**config.mk**
```make
export PLATFORM = sky130hd
export DESIGN_NAME = mem_stage
export DESIGN_NICKNAME = d
export VERILOG_FILES = /design/src/rtl/mem_stage.sv
export SDC_FILE = /design/constraint.sdc
export NUM_CORES = 1
export LEC_CHECK = 0
export BUFFER_PORTS_ARGS = -buffer_cell sky130_fd_sc_hd__buf_4
export CORE_MARGIN = 2
export CORE_UTILIZATION = 40
export DETAILED_ROUTE_END_ITERATION = 7
export PLACE_DENSITY = 0.68
export SLEW_MARGIN = 30
export SYNTH_ARGS = -nofsm -noshare
export SYNTH_HDL_FRONTEND = slang
export SYNTH_SLANG_ARGS = --single-unit
```
**constraint.sdc**
```tcl
create_clock -name clk -period 3.5 [get_ports clk]
set_clock_uncertainty 0.1 [all_clocks]
set_input_delay 0.175 -clock clk [delete_from_list [all_inputs] [get_ports clk]]
set_output_delay 0.175 -clock clk [all_outputs]
set_load 0.03 [all_outputs]
```
**src/rtl/mem_stage.sv**
```systemverilog
// Memory-access stage: issues data-memory requests, aligns and extends load data,
// flags misaligned/illegal accesses and registers the MEM/WB writeback fields.
module mem_stage #(
   parameter int unsigned WIDTH = 32
) (
   input  logic             clk,
   input  logic             rst,
   input  logic [WIDTH-1:0] mem_alu_result,
   input  logic [WIDTH-1:0] mem_reg_data2,
   input  logic [4:0]       mem_rd,
   input  logic [2:0]       mem_funct3,
   input  logic [6:0]       mem_opcode,
   input  logic             mem_reg_wr_en,
   input  logic             mem_mem_to_reg,
   input  logic [1:0]       mem_wb_sel,
   input  logic [WIDTH-1:0] mem_pc_plus4,
   input  logic             mem_mem_wr_en,
   output logic             dmem_req_valid,
   input  logic             dmem_req_ready,
   output logic [WIDTH-1:0] dmem_req_addr,
   output logic             dmem_req_we,
   output logic [WIDTH-1:0] dmem_req_wdata,
   output logic [3:0]       dmem_req_be,
   input  logic             dmem_rsp_valid,
   input  logic [WIDTH-1:0] dmem_rsp_rdata,
   output logic             stall_req,
   output logic [WIDTH-1:0] wb_result,
   output logic [4:0]       wb_rd,
   output logic             wb_reg_wr_en,
   output logic             wb_mem_to_reg,
   output logic             mem_exc,
   output logic [WIDTH-1:0] mem_exc_addr
);

   localparam logic [6:0] OP_LOAD = 7'b0000011;

   typedef enum logic [1:0] {IDLE, WAIT_RSP, DONE} state_t;

   state_t           state;
   logic             is_load, is_store, is_mem;
   logic             misaligned, illegal, fault, mem_go;
   logic [1:0]       off;
   logic [15:0]      lane;
   logic [WIDTH-1:0] load_ext, load_data, wb_next;

   // Access classification and fault detection
   always_comb begin
      is_load    = (mem_opcode == OP_LOAD);
      is_store   = mem_mem_wr_en;
      is_mem     = is_load || is_store;
      off        = mem_alu_result[1:0];
      misaligned = ((mem_funct3[1:0] == 2'b01) && off[0]) ||
                   ((mem_funct3[1:0] == 2'b10) && (off != 2'b00));
      if (is_store)
         illegal = (mem_funct3 > 3'b010);
      else
         illegal = (mem_funct3 == 3'b011) || (mem_funct3[2:1] == 2'b11);
      fault  = is_mem && (misaligned || illegal);
      mem_go = is_mem && !fault;
   end

   // Stall depends only on state and the EX/MEM instruction
   assign dmem_req_valid = (state == IDLE) && mem_go;
   assign stall_req      = dmem_req_valid || (state == WAIT_RSP);
   assign dmem_req_addr  = {mem_alu_result[WIDTH-1:2], 2'b00};
   assign dmem_req_we    = is_store;

   always_comb begin
      dmem_req_wdata = mem_reg_data2;
      dmem_req_be    = 4'b1111;
      case (mem_funct3[1:0])
         2'b00: begin
            dmem_req_wdata = {4{mem_reg_data2[7:0]}};
            dmem_req_be    = 4'b0001 << off;
         end
         2'b01: begin
            dmem_req_wdata = {2{mem_reg_data2[15:0]}};
            dmem_req_be    = 4'b0011 << off;
         end
         default: ;
      endcase
   end

   // Load lane extraction and sign/zero extension
   always_comb begin
      lane     = 16'(dmem_rsp_rdata >> {off, 3'b000});
      load_ext = dmem_rsp_rdata;
      case (mem_funct3)
         3'b000:  load_ext = {{(WIDTH-8){lane[7]}}, lane[7:0]};
         3'b100:  load_ext = {{(WIDTH-8){1'b0}}, lane[7:0]};
         3'b001:  load_ext = {{(WIDTH-16){lane[15]}}, lane};
         3'b101:  load_ext = {{(WIDTH-16){1'b0}}, lane};
         default: ;
      endcase
   end

   always_comb begin
      case (mem_wb_sel)
         2'b01:   wb_next = load_data;
         2'b10:   wb_next = mem_pc_plus4;
         default: wb_next = mem_alu_result;
      endcase
   end

   // Access FSM and load-response latch
   always_ff @(posedge clk or posedge rst) begin
      if (rst) begin
         state     <= IDLE;
         load_data <= '0;
      end else begin
         case (state)
            IDLE:
               if (mem_go && dmem_req_ready)
                  state <= is_store ? DONE : WAIT_RSP;
            WAIT_RSP:
               if (dmem_rsp_valid) begin
                  load_data <= load_ext;
                  state     <= DONE;
               end
            DONE:    state <= IDLE;
            default: state <= IDLE;
         endcase
      end
   end

   // MEM/WB register; a stall inserts a bubble by dropping the write enable
   always_ff @(posedge clk or posedge rst) begin
      if (rst) begin
         wb_result     <= '0;
         wb_rd         <= '0;
         wb_reg_wr_en  <= 1'b0;
         wb_mem_to_reg <= 1'b0;
         mem_exc       <= 1'b0;
         mem_exc_addr  <= '0;
      end else begin
         mem_exc <= 1'b0;
         if (stall_req) begin
            wb_reg_wr_en <= 1'b0;
         end else begin
            wb_result     <= wb_next;
            wb_rd         <= mem_rd;
            wb_mem_to_reg <= mem_mem_to_reg;
            wb_reg_wr_en  <= mem_reg_wr_en && !fault;
            if (fault) begin
               mem_exc      <= 1'b1;
               mem_exc_addr <= mem_alu_result;
            end
         end
      end
   end

endmodule

```
* Yosys cells after proc, flatten, opt, wreduce, memory -nomap -nowiden *
Index checks and enable logic that the tools add are counted.

word-level totals
  register bits after elaboration = 106
  input bits = 152
  output and inout port bits = 143

cells by class
  bitwise logic cells = 1
  equal/unequal tests = 13
  shift operators = 3
  order comparisons = 1
  reduce and logical (&&, ||, !) cells = 20
  muxes and demuxes = 12

operators with widths
  operator                                             number
  one-hot mux 32 bit (2 select lines)                  2
  one-hot mux 32 bit (4 select lines)                  1
  >> shifter 32 x 5 -> 16 bit                          1
  one-hot mux 4 bit (2 select lines)                   1
  equality test 7 x 2 -> 1 bit, second input constant  1
  logical AND 1 bit                                    7
  equality test 2 x 1 -> 1 bit, second input constant  3
  equality test 2 bit, second input constant           3
  equality test 3 bit, second input constant           2
  two-way mux 2 bit                                    3
  AND reduction 2 bit                                  3
  logical OR 1 bit                                     5
  zero test 2 bit                                      2
  two-way mux 1 bit                                    4
  one-hot mux 2 bit (2 select lines)                   1
  << shifter 1 x 2 -> 4 bit, first input constant      1
  << shifter 2 x 2 -> 4 bit, first input constant      1
  equality test 3 x 1 -> 1 bit, second input constant  1
  equality test 3 x 2 -> 1 bit, second input constant  1
  > comparator 3 x 2 -> 1 bit, second input constant   1
  zero test 3 bit                                      1
  != test 2 x 1 -> 1 bit, second input constant        1
  != test 2 bit, second input constant                 1
  nonzero test 2 bit                                   1
  other kinds (2)                                      2

* Longest topological paths before layout *
  word-level depth = 11
  depth in mapped cells = 7
  mapped depth without buffers = 5

* Worst setup path after synthesis *
No wires, ideal clock.

  path type = input-to-output
  from = input mem_funct3[0]
  to = output dmem_req_valid
  stages = 4
  slack = 1.435 ns
  data arrival time = 1.790 ns
  data required time = 3.225 ns
  cells stage by stage = buf_2 or4_4 a21oi_1 nor3b_1

on the way
  word-level cells in the longest chain between the ends = 8
  elaborated cells between the ends (all ways) = 14
  classes of those cells = order compare: 1; eq/ne: 3; mux: 1; reduce/logical: 9

RTL lines
  item                                                                                 line  RTL
  start, declared                                                                      11    input logic [2:0] mem_funct3,
  parallel branches: the longest is 3 deep, another holds > comparator 3 x 2 -> 1 bit  n/a
  logical OR 1 bit (*)                                                                 58    fault = is_mem && (misaligned || illegal);
  logical AND 1 bit (*)                                                                58
  zero test 1 bit (*)                                                                  59    mem_go = is_mem && !fault;
  logical AND 1 bit (*)                                                                59
  logical AND 1 bit (*)                                                                63    assign dmem_req_valid = (state == IDLE) && mem_go;
  end, declared                                                                        18    output logic dmem_req_valid,

Mark *: on every way between the ends.

* Worst setup path after layout *
  from = input mem_alu_result[0]
  to = register wb_result[21]

on the way
  word-level cells in the longest chain between the ends = 9
  elaborated cells between the ends (all ways) = 10
  classes of those cells = reduce/logical: 10

RTL lines
  item                   line  RTL
  start, declared        8     input logic [WIDTH-1:0] mem_alu_result,
  nonzero test 2 bit     53    ((mem_funct3[1:0] == 2'b10) && (off != 2'b00));
  logical AND 1 bit      53
  logical OR 1 bit (*)   52    misaligned = ((mem_funct3[1:0] == 2'b01) && off[0]) ||
  logical OR 1 bit (*)   58
  logical AND 1 bit (*)  58
  zero test 1 bit (*)    59
  logical AND 1 bit (*)  59
  logical AND 1 bit (*)  63
  logical OR 1 bit (*)   64    assign stall_req = dmem_req_valid || (state == WAIT_RSP);
  end signal, assigned   140   wb_result <= wb_next;
  end, declared          27    output logic [WIDTH-1:0] wb_result,

Mark *: on every way between the ends. The rest lies on a longest branch, timed or not.
A chain may end at the register's enable or synchronous reset.

==> impl.org <==
** Synth
- Among all flip-flop cells after synthesis, the most frequent one is sky130_fd_sc_hd__dfrtp_1.
- Portion of the post-synthesis area used by sequential elements :: 44.5%
- FFs w/ async S/R, synth :: 100%
- Syn Std Cell Area :: around 6000 um^2
- The Yosys step of the flow raised 0 warnings.
- Post-synth EDFFs :: 0
- Post-synthesis cell count :: between 500 and 600
- Distinct cell type count of the synthesized netlist :: 37
- Of the post-synthesis cell area, the dominant cell type holds ~45%.
- Leading post-synthesis cells by cell area :: sky130_fd_sc_hd__dfrtp_1, sky130_fd_sc_hd__mux2_2, sky130_fd_sc_hd__mux2_4
- Register bit count reported by yosys :: 106
- Each instance of the synthesized netlist takes up on average about 10 um^2.
- Summed over all instances, the cell type with the most area after synthesis is sky130_fd_sc_hd__dfrtp_1.

** STA
- Part of the cycle the worst path needs :: just under 70%
- Final hold violation count :: 0
- Unrepaired setup endpoints after global routing :: no
- Time the final worst path needs with I/O delays and setup :: approximately 2.4 ns
- Max-Slew Margin vs Limit :: about 44%
- In the final timing run, aggregate negative setup slack is 0 ns.
- The number of slew-limit violations in the final report is 0.
- Based on the critical path, the design can be clocked at up to 424 MHz.
- Setup violations remaining at the end of the flow were counted as 0.
- Slew at the pin closest to its max-slew limit :: between 0.8 and 0.9 ns

** Setup path
- The worst register-to-register path has a depth of 5.
- Category of the worst setup path launch point :: input pin
- Maximum fanout encountered on the critical timing path :: 25
- Slack of the worst reg-to-reg path :: 1.29 ns
- The worst register-to-register path ends at wb_result[21]$_DFFE_PP0N_.
- STA classifies the critical path endpoint as a flip-flop.
- In this run the critical register-to-register path is launched from state[0]$_DFFE_PP0P_.
- Arrival time of data at the critical path endpoint :: 2.48 ns
- Startpoint-to-endpoint class of the critical path :: input pin to flip-flop
- STA puts the critical path data required time at 3.62 ns.

** CTS
- The later pin in the worst-skew pair is clocked with a latency of around 0.34 ns.
- CTS tree :: done
- For this design, the sink count on the clock tree is about 110.
- Setup fix buffers added after clock tree synthesis :: 0
- Clock slew at the register clock pins of the worst setup and hold paths :: ~0.070 ns
- Library cell used as clock root buffer :: sky130_fd_sc_hd__clkbuf_16
- CTS built an H-tree with a depth of 3.
- In this run, CTS created clock tree buffers numbering 9.
- Maximum number of buffers from clock root to sink :: 2

** Floorplan
- Chip height :: 126 um
- Initial Util :: 41.0%
- In this run the count of I/O pins placed on the die edge is between 200 and 300.
- Die W :: roughly 130 um
- The die covers between 15000 and 20000 um^2.
- Floorplan row count :: 44
- The region available for standard cell placement spans 14500 um^2.

** Power and ir drop
- Worst IR Drop VDD :: around 0.23 mV
- Total power for the finished layout comes to roughly 4.2 mW.
- Leakage power of the design :: 4.15 nW
- For this design the ratio of total power to cell area is between 400 and 500 nW/um^2.

** Finish
- Largest regs :: load_data x32, mem_exc_addr x32, wb_result x32
- Non-filler instance count after layout :: roughly 1000
- Antenna diode instance count :: 0
- Number of fill cells in the layout :: between 1000 and 1500
- Non-Filler Cell Area, Final :: approximately 8600 um^2
- Area taken by flip-flops and latches :: about 2700 um^2
- Final core utilization :: approximately three fifths
- # nets final :: 993
- Summing all multi-input logic gate instances after layout gives 2790 um^2.
- The area growth from synthesis to layout is 44.5%.
- The post-route netlist has about half of its cells at a drive strength greater than 1.

** Hold path
- Capture endpoint of the worst hold path :: mem_exc_addr[7]$_DFFE_PP0P_
- Path type of the worst min-delay path :: input pin to flip-flop
- Along the worst hold path, the cell count comes to 2.
- HP Start :: mem_alu_result[7]

** Global route
- Via count of the first global-routing pass :: roughly 5500
- Met2 usage in global routing :: about 44%
- Sum of overflow across all layers after global routing :: 0
- The first global-routing pass estimated 30400 um of wire.
- The initial antenna violation count came to 0.
- Global routing used between 20% and 30% of the available tracks across all layers.
- Met1 Resource Use GR :: 30.2%
- For met3 alone, demand over resource in global routing was between 3 and 4%.
- Entering global routing, the biggest net connects 69 pins.
- Top Usage Layer GRT :: met2

** Route
- After detailed routing, the average wire length per cell comes to a little under 20 um.
- For this run, design rule violations remaining after detail routing come to 0.
- Detailed-route wire length :: between 15000 and 20000 um
- Vias post-DR :: roughly 5500
- Remaining antenna violation count after routing :: 0
- Number of search-and-repair iterations in the first detailed-routing pass :: 4
- DR iter-0 viols :: 376
- Vias per cell :: between 5 and 6

** Status
- The flow ran to the end, and the final reports show no timing, DRC or antenna violations.

** Placement
- The wire-length estimate of the detail-placed layout is 14600 um.
- Once placement completed, the tool counted placed cells totaling roughly 970.
- Placed cell areas :: around 8000 um^2
- Global placement routability congestion :: approximately 0.86
- Port bufs :: 292

** Run
- Max-cap violations in this run came to 0.
==> worst max-delay path by stage <==
stage                            startpoint                   endpoint  slack [ns]  depth (start not counted)
after floorplan                         rst   load_data[0]$_DFFE_PP0P_        0.44                          1
after global placement    mem_alu_result[0]  wb_result[26]$_DFFE_PP0N_        0.82                          6
after detailed placement  mem_alu_result[0]  wb_result[26]$_DFFE_PP0N_        0.77                          6
after CTS                 mem_alu_result[0]  wb_result[21]$_DFFE_PP0N_        1.13                          6
after global routing      mem_alu_result[0]  wb_result[21]$_DFFE_PP0N_        1.06                          6
final                     mem_alu_result[0]  wb_result[21]$_DFFE_PP0N_        1.14                          6
==> critical path, stage by stage <==
cell and delay [ns]:
sky130_fd_sc_hd__buf_4 0.20, sky130_fd_sc_hd__or4_4 0.57, sky130_fd_sc_hd__a31o_1 0.26, sky130_fd_sc_hd__a21oi_4 0.52, sky130_fd_sc_hd__buf_4 0.41, sky130_fd_sc_hd__mux2_4 0.34
==> final cells by class <==
class | count | area share [%]
Inverter | 7 | 0.334
Clock inverter | 4 | 0.305
Multi-Input combinational cell | 376 | 32.4
Timing Repair Buffer | 339 | 30.7
Clock buffer | 12 | 2.86
Tap cell | 184 | 2.67
Sequential cell | 106 | 30.8
==> cell usage after synthesis, types with 2 or more instances <==
master                      number
sky130_fd_sc_hd__dfrtp_1       106
sky130_fd_sc_hd__nand2_1        61
sky130_fd_sc_hd__o21ai_0        60
sky130_fd_sc_hd__mux2_2         56
sky130_fd_sc_hd__buf_4          44
sky130_fd_sc_hd__a22oi_1        32
sky130_fd_sc_hd__clkbuf_1       32
sky130_fd_sc_hd__mux2_4         30
sky130_fd_sc_hd__nor2_1         30
sky130_fd_sc_hd__o22ai_1        30
sky130_fd_sc_hd__a21oi_1        19
sky130_fd_sc_hd__mux2i_1        18
sky130_fd_sc_hd__a21o_1          8
sky130_fd_sc_hd__a2bb2oi_1       7
sky130_fd_sc_hd__inv_1           7
sky130_fd_sc_hd__buf_6           5
sky130_fd_sc_hd__nand2b_1        4
sky130_fd_sc_hd__buf_2           2
sky130_fd_sc_hd__ha_1            2
sky130_fd_sc_hd__nand3_1         2
==> cells in the final DEF, fill, tap and decap left out, types with 2 or more instances in the layout <==
cell type / n
sky130_fd_sc_hd__mux2_2: 56
sky130_fd_sc_hd__a2bb2oi_1: 7
sky130_fd_sc_hd__inv_1: 6
sky130_fd_sc_hd__nand2b_1: 4
sky130_fd_sc_hd__mux2_4: 30
sky130_fd_sc_hd__dfrtp_1: 106
sky130_fd_sc_hd__buf_4: 301
sky130_fd_sc_hd__dlygate4sd3_1: 38
sky130_fd_sc_hd__nand3_1: 2
sky130_fd_sc_hd__o21ai_0: 60
sky130_fd_sc_hd__nor2_1: 30
sky130_fd_sc_hd__clkbuf_16: 9
sky130_fd_sc_hd__clkbuf_1: 2
sky130_fd_sc_hd__a21o_1: 8
sky130_fd_sc_hd__o22ai_1: 30
sky130_fd_sc_hd__clkinv_2: 2
sky130_fd_sc_hd__a22oi_1: 32
sky130_fd_sc_hd__a21oi_1: 19
sky130_fd_sc_hd__conb_1: 2
sky130_fd_sc_hd__nand2_1: 61
sky130_fd_sc_hd__mux2i_1: 18
==> power by group <==
group	total [mW]	switching, mW	internal, mW
logic	1.55	0.844	0.702
clock network	0.948	0.445	0.503
registers	1.71	0.201	1.51
total	4.20	1.49	2.71
==> through the flow <==
stage / hold WS [ns] / worst slack [ns]
after floorplan: 0.205 / 0.436
after global placement: 0.293 / 0.821
after detailed placement: 0.297 / 0.769
after CTS: 0.00717 / 1.13
after global routing: 0.0196 / 1.06
final: 0.0152 / 1.14
==> per-layer routing <==
| layer | vias up | part of all wire (%) |
|---|---|---|
| li1 | 2554 | - |
| met1 | 2687 | 40 |
| met2 | 233 | 53 |
| met3 | 22 | 5.5 |
| met4 | 0 | 1.7 |
| met5 | - | 0 |
==> logic make-up (layout without fill, tap and decap cells) <==
| logic type | after synthesis | after routing | share of synthesized area (%) |
|---|---|---|---|
| and+or+nand+nor | 105 | 105 | 7.43 |
| AOI/OAI and AO/OA | 162 | 162 | 16.9 |
| buffers and inverters | 91 | 362 | 9.17 |
| muxes | 105 | 105 | 21.5 |
| other | 1 | 2 | 0.0629 |
| adders and majority gates | 2 | 2 | 0.420 |
| DFF | 106 | 106 | 44.5 |
==> repair_timing <==
action                                  CTS  global route
hold buffers                             38             0
gates resized for setup                   0             0
endpoints found under the setup margin    0             0
endpoints found under the hold margin   103             0
Note: power is estimated with default switching activity, not from simulation.
